### config.mk
export PLATFORM = sky130hd
export DESIGN_NAME = debug_probe_mux
export DESIGN_NICKNAME = d
export VERILOG_FILES = /design/src/rtl/debug_probe_mux_pkg.sv /design/src/rtl/probe_rotator.sv /design/src/rtl/debug_probe_mux.sv
export SDC_FILE = /design/constraint.sdc
export NUM_CORES = 1
export LEC_CHECK = 0
export ABC_AREA = 1
export CAP_MARGIN = 15
export CORE_AREA = 2 2 190 192
export DETAILED_ROUTE_END_ITERATION = 8
export DIE_AREA = 0 0 192 194
export GPL_ROUTABILITY_DRIVEN = 0
export GPL_TIMING_DRIVEN = 1
export PLACE_DENSITY = 0.77
export SETUP_SLACK_MARGIN = 0.4
export SLEW_MARGIN = 20
export SYNTH_ARGS = -nofsm -noshare
export SYNTH_HDL_FRONTEND = slang
export SYNTH_SLANG_ARGS = --single-unit
export TNS_END_PERCENT = 5
### constraint.sdc
create_clock -name clock -period 14.4 [get_ports clock]
set_clock_uncertainty 0.05 [all_clocks]
set_input_delay 2.16 -clock clock [delete_from_list [all_inputs] [get_ports clock]]
set_output_delay 2.16 -clock clock [all_outputs]
set_load 0.03 [all_outputs]
### src/rtl/debug_probe_mux_pkg.sv
// ---------------------------------------------------------------------------
// debug_probe_mux_pkg
// Shared types for the debug probe display path: display mode encoding,
// breakpoint-freeze FSM states, and small width helpers.
// ---------------------------------------------------------------------------
package debug_probe_mux_pkg;

  // Encoding matches the 2-bit mode input; code 3 decodes to MANUAL.
  typedef enum logic [1:0] {
    PROBE_MANUAL = 2'd0,
    PROBE_AUTO   = 2'd1,
    PROBE_FREEZE = 2'd2
  } probe_mode_t;

  typedef enum logic [1:0] {
    FRZ_LIVE   = 2'd0,
    FRZ_ARMED  = 2'd1,
    FRZ_FROZEN = 2'd2
  } freeze_state_t;

  // Width of one displayed slice (four hex digits).
  localparam int SLICE_W = 16;

  function automatic probe_mode_t decode_mode(input logic [1:0] raw);
    case (raw)
      2'd1:    return PROBE_AUTO;
      2'd2:    return PROBE_FREEZE;
      default: return PROBE_MANUAL;
    endcase
  endfunction

  // Index width for n items, never narrower than one bit.
  function automatic int idx_width(input int n);
    return (n > 1) ? $clog2(n) : 1;
  endfunction

endpackage

### src/rtl/probe_rotator.sv
// ---------------------------------------------------------------------------
// probe_rotator
// Dwell counter plus channel/slice walker for auto-rotating debug views.
// Each (channel, slice) pair is held for ROTATE_TICKS enabled cycles; slices
// advance first, a slice wrap advances the channel, and the last pair wraps
// to (0,0). A clear pulse zeroes everything on the same edge.
//
// Ports:
//   clock, reset     display clock, asynchronous active-high reset
//   clear            restart the walk at (0,0) with the counter at 0
//   enable           advance the dwell counter this cycle
//   ch_nxt           channel the walker holds after this edge
//   slice_nxt        slice the walker holds after this edge
// The next-state values are exported so a registered consumer shows the
// rotation position with no extra cycle of lag.
// ---------------------------------------------------------------------------
module probe_rotator
  import debug_probe_mux_pkg::*;
#(
  parameter int NUM_CH       = 8,
  parameter int NUM_SL       = 2,
  parameter int ROTATE_TICKS = 5000,
  localparam int CH_W        = idx_width(NUM_CH),
  localparam int SL_W        = idx_width(NUM_SL)
) (
  input  logic            clock,
  input  logic            reset,
  input  logic            clear,
  input  logic            enable,
  output logic [CH_W-1:0] ch_nxt,
  output logic [SL_W-1:0] slice_nxt
);

  localparam int              CNT_W    = idx_width(ROTATE_TICKS);
  localparam logic [CNT_W-1:0] CNT_LAST = CNT_W'(ROTATE_TICKS - 1);
  localparam logic [CH_W-1:0]  CH_LAST  = CH_W'(NUM_CH - 1);
  localparam logic [SL_W-1:0]  SL_LAST  = SL_W'(NUM_SL - 1);

  logic [CNT_W-1:0] cnt_q, cnt_d;
  logic [CH_W-1:0]  ch_q, ch_d;
  logic [SL_W-1:0]  slice_q, slice_d;

  always_comb begin
    // NOTE: every signal gets a default before any branch, so no path can
    // leave one unassigned and imply a latch.
    cnt_d   = cnt_q;
    ch_d    = ch_q;
    slice_d = slice_q;
    if (clear) begin
      cnt_d   = '0;
      ch_d    = '0;
      slice_d = '0;
    end else if (enable) begin
      if (cnt_q == CNT_LAST) begin
        cnt_d = '0;
        if (slice_q == SL_LAST) begin
          slice_d = '0;
          ch_d    = (ch_q == CH_LAST) ? '0 : ch_q + CH_W'(1);
        end else begin
          slice_d = slice_q + SL_W'(1);
        end
      end else begin
        cnt_d = cnt_q + CNT_W'(1);
      end
    end
  end

  // NOTE: state registers use non-blocking assignment so every flop samples
  // pre-edge values regardless of statement order.
  always_ff @(posedge clock or posedge reset) begin
    if (reset) begin
      cnt_q   <= '0;
      ch_q    <= '0;
      slice_q <= '0;
    end else begin
      cnt_q   <= cnt_d;
      ch_q    <= ch_d;
      slice_q <= slice_d;
    end
  end

  assign ch_nxt    = ch_d;
  assign slice_nxt = slice_d;

endmodule

### src/rtl/debug_probe_mux.sv
// ---------------------------------------------------------------------------
// debug_probe_mux
// Selects one 16-bit slice of one probe channel, plus pc[15:0], for the
// 8-digit hex display. Modes: MANUAL (sel_ch/sel_slice), AUTO (timed
// rotation over every channel and slice), FREEZE (arm, then snapshot all
// channels and pc when pc hits bp_addr; display the snapshot until re-armed).
//
// Ports:
//   clock, reset   display clock, asynchronous active-high reset
//   probes         NUM_CH flattened channels, ch k = probes[k*WIDTH +: WIDTH]
//   pc             live program counter
//   mode           0 MANUAL, 1 AUTO, 2 FREEZE, 3 MANUAL
//   sel_ch         manual channel select (out-of-range shows a zero slice)
//   sel_slice      manual slice select, 0 = bits [15:0]
//   bp_addr        breakpoint pc for the freeze capture
//   arm            one-cycle pulse: drop snapshot, wait for next match
//   bcds           {pc_shown[15:0], slice_shown[15:0]}, registered
//   frozen         snapshot currently displayed
//   cur_ch         channel currently displayed
//   cur_slice      slice currently displayed
// ---------------------------------------------------------------------------
module debug_probe_mux
  import debug_probe_mux_pkg::*;
#(
  parameter int NUM_CH       = 8,
  parameter int WIDTH        = 32,
  parameter int ROTATE_TICKS = 5000,
  localparam int NUM_SL      = WIDTH / SLICE_W,
  localparam int CH_W        = idx_width(NUM_CH),
  localparam int SL_W        = idx_width(NUM_SL)
) (
  input  logic                    clock,
  input  logic                    reset,
  input  logic [NUM_CH*WIDTH-1:0] probes,
  input  logic [31:0]             pc,
  input  logic [1:0]              mode,
  input  logic [CH_W-1:0]         sel_ch,
  input  logic [SL_W-1:0]         sel_slice,
  input  logic [31:0]             bp_addr,
  input  logic                    arm,
  output logic [31:0]             bcds,
  output logic                    frozen,
  output logic [CH_W-1:0]         cur_ch,
  output logic [SL_W-1:0]         cur_slice
);

  probe_mode_t   mode_dec, mode_q;
  freeze_state_t state_q, state_d;

  logic                    enter_auto;
  logic                    capture;
  logic                    use_snap;
  logic [CH_W-1:0]         rot_ch;
  logic [SL_W-1:0]         rot_slice;
  logic [CH_W-1:0]         ch_sel;
  logic [SL_W-1:0]         sl_sel;
  logic [NUM_CH*WIDTH-1:0] src_probes;
  logic [15:0]             src_pc;
  logic [15:0]             slice_val;

  // Only pc[15:0] is ever displayed, so only that part is snapshotted.
  logic [NUM_CH*WIDTH-1:0] snap_probes_q, snap_probes_d;
  logic [15:0]             snap_pc_q, snap_pc_d;

  logic [31:0]     bcds_q, bcds_d;
  logic            frozen_q, frozen_d;
  logic [CH_W-1:0] cur_ch_q, cur_ch_d;
  logic [SL_W-1:0] cur_slice_q, cur_slice_d;

  assign mode_dec   = decode_mode(mode);
  assign enter_auto = (mode_dec == PROBE_AUTO) && (mode_q != PROBE_AUTO);

  probe_rotator #(
    .NUM_CH       (NUM_CH),
    .NUM_SL       (NUM_SL),
    .ROTATE_TICKS (ROTATE_TICKS)
  ) u_rotator (
    .clock     (clock),
    .reset     (reset),
    .clear     (enter_auto),
    .enable    (mode_dec == PROBE_AUTO),
    .ch_nxt    (rot_ch),
    .slice_nxt (rot_slice)
  );

  // Freeze FSM next state. Outside FREEZE mode it is forced to LIVE; arm
  // beats a simultaneous pc match so a re-arm never captures that cycle.
  always_comb begin
    state_d = state_q;
    capture = 1'b0;
    if (mode_dec != PROBE_FREEZE) begin
      state_d = FRZ_LIVE;
    end else begin
      case (state_q)
        FRZ_LIVE:   state_d = FRZ_ARMED;
        FRZ_ARMED: begin
          if (!arm && (pc == bp_addr)) begin
            state_d = FRZ_FROZEN;
            capture = 1'b1;
          end
        end
        FRZ_FROZEN: if (arm) state_d = FRZ_ARMED;
        default:    state_d = FRZ_LIVE;
      endcase
    end
  end

  // On the capture edge the snapshot equals the live inputs, so the live
  // path already shows the right value; the snapshot path is only needed
  // while the FSM stays FROZEN.
  assign use_snap = (state_q == FRZ_FROZEN) && (state_d == FRZ_FROZEN);

  always_comb begin
    snap_probes_d = capture ? probes    : snap_probes_q;
    snap_pc_d     = capture ? pc[15:0]  : snap_pc_q;
    src_probes    = use_snap ? snap_probes_q : probes;
    src_pc        = use_snap ? snap_pc_q     : pc[15:0];

    ch_sel = (mode_dec == PROBE_AUTO) ? rot_ch    : sel_ch;
    sl_sel = (mode_dec == PROBE_AUTO) ? rot_slice : sel_slice;

    // Constant-bounded search; an index with no matching channel or slice
    // falls through to zero.
    slice_val = '0;
    for (int k = 0; k < NUM_CH; k++) begin
      for (int s = 0; s < NUM_SL; s++) begin
        if ((ch_sel == CH_W'(k)) && (sl_sel == SL_W'(s))) begin
          slice_val = src_probes[k*WIDTH + s*SLICE_W +: SLICE_W];
        end
      end
    end

    bcds_d      = {src_pc, slice_val};
    frozen_d    = (state_d == FRZ_FROZEN);
    cur_ch_d    = ch_sel;
    cur_slice_d = sl_sel;
  end

  always_ff @(posedge clock or posedge reset) begin
    if (reset) begin
      mode_q        <= PROBE_MANUAL;
      state_q       <= FRZ_LIVE;
      // NOTE: the snapshot bank is reset too, so a display of it can never
      // show power-up garbage; it is small enough to live in flops.
      snap_probes_q <= '0;
      snap_pc_q     <= '0;
      bcds_q        <= '0;
      frozen_q      <= 1'b0;
      cur_ch_q      <= '0;
      cur_slice_q   <= '0;
    end else begin
      mode_q        <= mode_dec;
      state_q       <= state_d;
      snap_probes_q <= snap_probes_d;
      snap_pc_q     <= snap_pc_d;
      bcds_q        <= bcds_d;
      frozen_q      <= frozen_d;
      cur_ch_q      <= cur_ch_d;
      cur_slice_q   <= cur_slice_d;
    end
  end

  assign bcds      = bcds_q;
  assign frozen    = frozen_q;
  assign cur_ch    = cur_ch_q;
  assign cur_slice = cur_slice_q;

endmodule

## Word level (Yosys, flattened, before mapping)

Cells that the tools add are included.

| operators by class | value |
|---|---|
| multiplexer cells | 40 |
| bitwise operators | 1 |
| reductions and logical operators | 23 |
| eq/ne operators | 18 |
| add/subtract/negate cells | 3 |

Operator list:

| kind | number |
|---|---|
| two-way mux 16 bit | 17 |
| two-way mux 256 bit | 1 |
| two-way mux 13 bit | 3 |
| == test 32 bit | 1 |
| logical AND 1 bit | 19 |
| two-way mux 3 bit | 6 |
| == test 3 bit, second input constant | 5 |
| adder 13 x 1 -> 13 bit, second input constant | 1 |
| == test 13 bit, second input constant | 1 |
| two-way mux 1 bit | 8 |
| == test 2 x 1 -> 1 bit, second input constant | 3 |
| == test 2 bit, second input constant | 3 |
| == test 3 x 2 -> 1 bit, second input constant | 2 |
| two-way mux 2 bit | 3 |
| case mux 2 bit (3 select lines) | 1 |
| case mux 2 bit (2 select lines) | 1 |
| adder 3 x 1 -> 3 bit, second input constant | 1 |
| == test 3 x 1 -> 1 bit, second input constant | 1 |
| zero test 3 bit | 1 |
| zero test 2 bit | 1 |
| != test 2 x 1 -> 1 bit, second input constant | 1 |
| != test 2 bit, second input constant | 1 |
| nonzero test 2 bit | 1 |
| adder 1 bit, second input constant | 1 |
| other kinds (2) | 2 |

| storage, ports and cells | value |
|---|---|
| logic and storage cells | 96 |
| flip-flop bits (word level) | 330 |
| output and inout port bits | 37 |
| input bits | 329 |

## Logic depth before layout (Yosys ltp)

| logic depth | value |
|---|---|
| depth in word-level cells | 25 |
| mapped depth | 25 |
| gate-level depth less buffers | 25 |

## Modules after synthesis

From an unflattened synthesis, not the netlist that was laid out.

| second synthesis, totals | value |
|---|---|
| cell total of the unflattened synthesis | 2461 |
| area total of the unflattened synthesis | 18106.1 µm² |

By module, submodules not included:

| module | times used | sequential area each (µm²) | cells each | area each (µm²) |
|---|---|---|---|---|
| debug_probe_mux | 1 | 7832.5 | 2315 | 17028.8 |
| probe_rotator | 1 | 425.4 | 146 | 1077.3 |

## Least setup slack after synthesis

No wires, ideal clock.

| timing path | value |
|---|---|
| path type | in2reg |
| start | in pc[10] |
| end | reg snap_probes_q[163] |
| library setup time | 0.128 ns |
| data required time | 14.222 ns |
| cell stages on the path | 10 |
| path slack | 10.265 ns |
| path buffers | 2 |
| arrival time | 3.957 ns |
| cell sequence | inv_1 o22ai_1 a211oi_1 o2111ai_1 or4_1 nor2_1 nand4_2 buf_2 buf_4 mux2_1 |

| on the way | value |
|---|---|
| word-level cells in the longest chain between the ends | 5 |

Ends and longest elaborated chain:

| what | line | text |
|---|---|---|
| from (decl) | debug_probe_mux.sv:35 | `input logic [31:0] pc,` |
| == test 32 bit | debug_probe_mux.sv:97 | `if (!arm && (pc == bp_addr)) begin` |
| logical AND 1 bit | debug_probe_mux.sv:97 |  |
| two-way mux 1 bit | debug_probe_mux.sv:97 |  |
| two-way mux 1 bit | debug_probe_mux.sv:94 | `case (state_q)` |
| two-way mux 1 bit | debug_probe_mux.sv:91 | `if (mode_dec != PROBE_FREEZE) begin` |
| to (signal assigned) | debug_probe_mux.sv:154 | `snap_probes_q <= snap_probes_d;` |
| to (decl) | debug_probe_mux.sv:62 | `logic [NUM_CH*WIDTH-1:0] snap_probes_q, snap_probes_d;` |

No other way between the ends.
A chain may end at the register's enable or synchronous reset.

## Worst setup path in the final report

| timing path | value |
|---|---|
| start | in mode[1] |
| end | reg bcds_q[14], in the netlist bcds[14] |

| on the way | value |
|---|---|
| word-level cells in the longest chain between the ends | 24 |
| elaborated cells on any way between the ends | 57 |
| those cells by class | 12 x eq/ne; 25 x mux; 1 x bitwise; 19 x reduce/logical |

Ends and longest elaborated chain:

| what | line | text |
|---|---|---|
| from (decl) | debug_probe_mux.sv:36 | `input logic [1:0] mode,` |
| == test 2 bit / == test 2 x 1 -> 1 bit (equally long branches) | debug_probe_mux_pkg.sv:25 | `case (raw)` |
| case mux 2 bit (2 select lines) * | debug_probe_mux_pkg.sv:25 |  |
| named net mode_dec[1] | debug_probe_mux.sv:47 | `probe_mode_t mode_dec, mode_q;` |
| == test 2 x 1 -> 1 bit | - |  |
| two-way mux 3 bit, or another cell as far along | probe_rotator.sv:53 | `end else if (enable) begin` |
| two-way mux 3 bit / two-way mux 1 bit (equally long branches) | probe_rotator.sv:49 | `if (clear) begin` |
| two-way mux 3 bit / two-way mux 1 bit (equally long branches) | debug_probe_mux.sv:119, debug_probe_mux.sv:120 |  |
| zero test 3 bit / inverter 1 bit (equally long branches) | debug_probe_mux.sv:127 | `if ((ch_sel == CH_W'(k)) && (sl_sel == SL_W'(s))) begin` |
| logical AND 1 bit | debug_probe_mux.sv:127 |  |
| two-way mux 16 bit (15 in a row) | debug_probe_mux.sv:127 |  |
| two-way mux 16 bit * | debug_probe_mux.sv:127 |  |
| named net slice_val[14] | debug_probe_mux.sv:59 | `logic [15:0] slice_val;` |
| to (signal assigned) | debug_probe_mux.sv:156 | `bcds_q <= bcds_d;` |
| to (decl) | debug_probe_mux.sv:65 | `logic [31:0] bcds_q, bcds_d;` |

The timed path passes the listed nets; every way through them passes the cells marked *.

==> flow_summary.ini <==
[synth]
synth_top_area_share_pct = 45.7
synth_top_cells_by_area = dfrtp_1 (46%), o21ai_0 (13%), nand2_1 (13%), inv_1 (6.8%), nor2_1 (2.4%)
yosys.area.top_type = dfrtp_1
synth_nets = 2756
yosys_warnings = 0
synth_edf_count = 0
synth_cell_types = 49
ys_ff_latch = 330
async_reset_ff_share_pct = 100
netlist_area_um2 = 18100
synth.avg_cell_area_um2 = 7.45
yosysMostFrequentCell = nand2_1
synth_ff_type = dfrtp_1
synthTopCellsByCount = nand2_1 (624), o21ai_0 (484), dfrtp_1 (330)
netlist_instances = 2424
ys_seq_area_share_pct = 45.7

[cts]
cts.sinks = 330
cts_resized = 0
cts_htree_levels = 2
clk_path_buf_depth = 3
cts-root-buf = clkbuf_16
clock_latency_ps = 530
cts_tree = yes
cts.clk_slew.worst_paths_ps = 60
cts_buffers = 37
cts_setup_buffers = 0
cts-hold-fix-buffers = 0

[floorplanning]
start_util_pct = 51.3
num_io_pins = 366
num_rows = 69
fp.dieArea_um2 = 37200
die_width_um = 192
die_height_um = 194
core_um2 = 35200

[sta]
worstMarginPinSlew_ps = 1000
finalSetupTns_ps = 0
period_needed_ps = 6540
max_freq_ghz = 0.153
slew_viol_final = 0
hold_viol = 0
min_period_over_period_pct = 45.4
setup_viol = 0
rsz0062_at_grt = no
relSlewSlack_pct = 33.1

[global_route]
grt_max_degree = 144
grt_pass1_vias = 16700
track_usage_pct = 30.1
grt_pass1_wl_um = 88600
antenna_found_initial = 1
grt.overflow.total = 0

[route]
drc_errors = 0
drt_pass1_iterations = 6
routedWlPerCell_um = 17.8
vias = 17600
first_iter_violations = 1972
vias_per_cell = 5.51
postRouteWirelength_um = 56700
ant_nets = 0

[worst_hold_path]
min_from = snap_probes_q[111]$_DFFE_PP0P_
holdPathStages = 2
hold_path_end = snap_probes_q[111]$_DFFE_PP0P_
hold_path_class = reg2reg

[worst_setup_path]
r2r_end = bcds[14]$_DFF_PP0_
end_kind = register
regToRegStartpoint = state_q[1]$_DFF_PP0_
crit_path_max_fanout = 130
r2r_cells = 14
startpoint_type = primary input
critPathArrivalTime_ps = 6880
path_class = in2reg
cp.required_ps = 14740
ff2ff_setup_slack_ps = 9770

[job]
drv_cap = 0

[power_and_ir_drop]
peakVddDrop_v = 0.0000756
leakagePower_nw = 11.1
power_density_nw_per_um2 = 97.8
power_mw = 2.25

[layout]
area_growth_pct = 27.2
num-nets-final = 3030
postLayoutCoreUtil_pct = 65.2
drive_above_1_share_pct = 5.47

[run_status]
status = finished clean

[placement]
port_buffers = 365
dpl.hpwl_um = 40900
-- area by class of cell --
type / count / area, um2
Tap cell: 461 / 577
Multi-Input combinational cell: 1604 / 7840
Clock buffer: 58 / 1170
Inverter: 347 / 1330
Fill cell: 2949 / 12200
Clock inverter: 6 / 33.8
Timing Repair Buffer: 378 / 3770
Sequential cell: 330 / 8260
Antenna cell: 1 / 2.50
-- routing by layer --
layer,vias up,share of wire (%),GRT usage [%]
met5,-,0,0
met1,8167,41,40.4
li1,8384,-,-
met4,0,4.6,12.9
met3,148,8.4,5.47
met2,854,46,47.8
-- kinds of logic (layout without fill, tap and decap cells) --
kind of cell	after synthesis	count (layout)	synth area share, %
and+or+nand+nor	895	895	21.5
AOI/OAI and AO/OA	680	680	20.2
buffers and inverters	490	789	10.9
DFF	330	330	45.7
xor gates and xnor gates	17	17	0.824
muxes	9	9	0.561
adders and majority gates	3	3	0.208
other	0	1	0
-- per-stage QoR --
step / worst slack, ps / instance area (um2) / hold WS [ps] / cells
2_1_floorplan: 3050 / 18100 / 398 / 2424
6_report: 7860 / 23000 / 427 / 3185
5_1_grt: 7440 / 23000 / 447 / 3185
4_1_cts: 7670 / 23000 / 434 / 3183
3_3_place_gp: 7270 / 21700 / 410 / 3119
3_5_place_dp: 7180 / 21700 / 418 / 3119
-- cell usage in the layout (no fill, tap or decap), types with 7 or more instances in the layout --
master           synthesis  layout
nand3_1                 36      36
xor2_1                   9       9
o211ai_1                39      39
nor2_1                 116     116
a221oi_1                 9       9
buf_4                    1      10
clkdlybuf4s50_1          0     365
inv_1                  326     325
nor2_2                   8       8
clkbuf_8                 0      12
clkbuf_1                96       7
mux2_1                   7       7
a21oi_1                 70      70
a211oi_1                12      12
nand2_1                624     624
nand2_2                  9       9
o21ai_1                 41      41
nand4_1                 59      59
o21ai_0                484     484
inv_2                   19      18
clkbuf_16                0      39
dfrtp_1                330     330
xnor2_1                  8       8
-- flip-flops by register name (all words and copies together) (netlist names), 2 cells and up --
register and count:
snap_pc_q 16, cur_ch 3, snap_probes_q 256, u_rotator.ch_q 3, u_rotator.cnt_q 13, state_q 2, bcds 32, mode_q 2
-- worst max-delay path by stage --
stage	startpoint	endpoint	slack [ps]	cells after the start
2_1_floorplan	reset	bcds[0]$_DFF_PP0_	3050	1
3_3_place_gp	mode[1]	bcds[0]$_DFF_PP0_	7270	17
3_5_place_dp	mode[1]	bcds[0]$_DFF_PP0_	7180	17
4_1_cts	mode[1]	bcds[0]$_DFF_PP0_	7670	17
5_1_grt	mode[1]	bcds[0]$_DFF_PP0_	7440	17
6_report	mode[1]	bcds[14]$_DFF_PP0_	7860	15
-- where the power goes --
group	total, mW	switching, mW	internal, mW	leakage (nW)
sequential	0.957	0.0130	0.944	4.53
combinational	0.360	0.206	0.153	5.94
clock	0.930	0.375	0.555	0.599
-- critical path, stage by stage --
cell,delay (ps)
clkdlybuf4s50_1,530
inv_1,70
nor2_2,240
nand3_4,760
inv_6,960
buf_6,690
o21ai_0,170
nand2_1,100
nand3_1,130
nor2_1,250
nand4_1,120
nand2_1,140
nand4_1,180
nor2_1,170
nor2_1,60
Note: power is estimated with default switching activity, not from simulation.
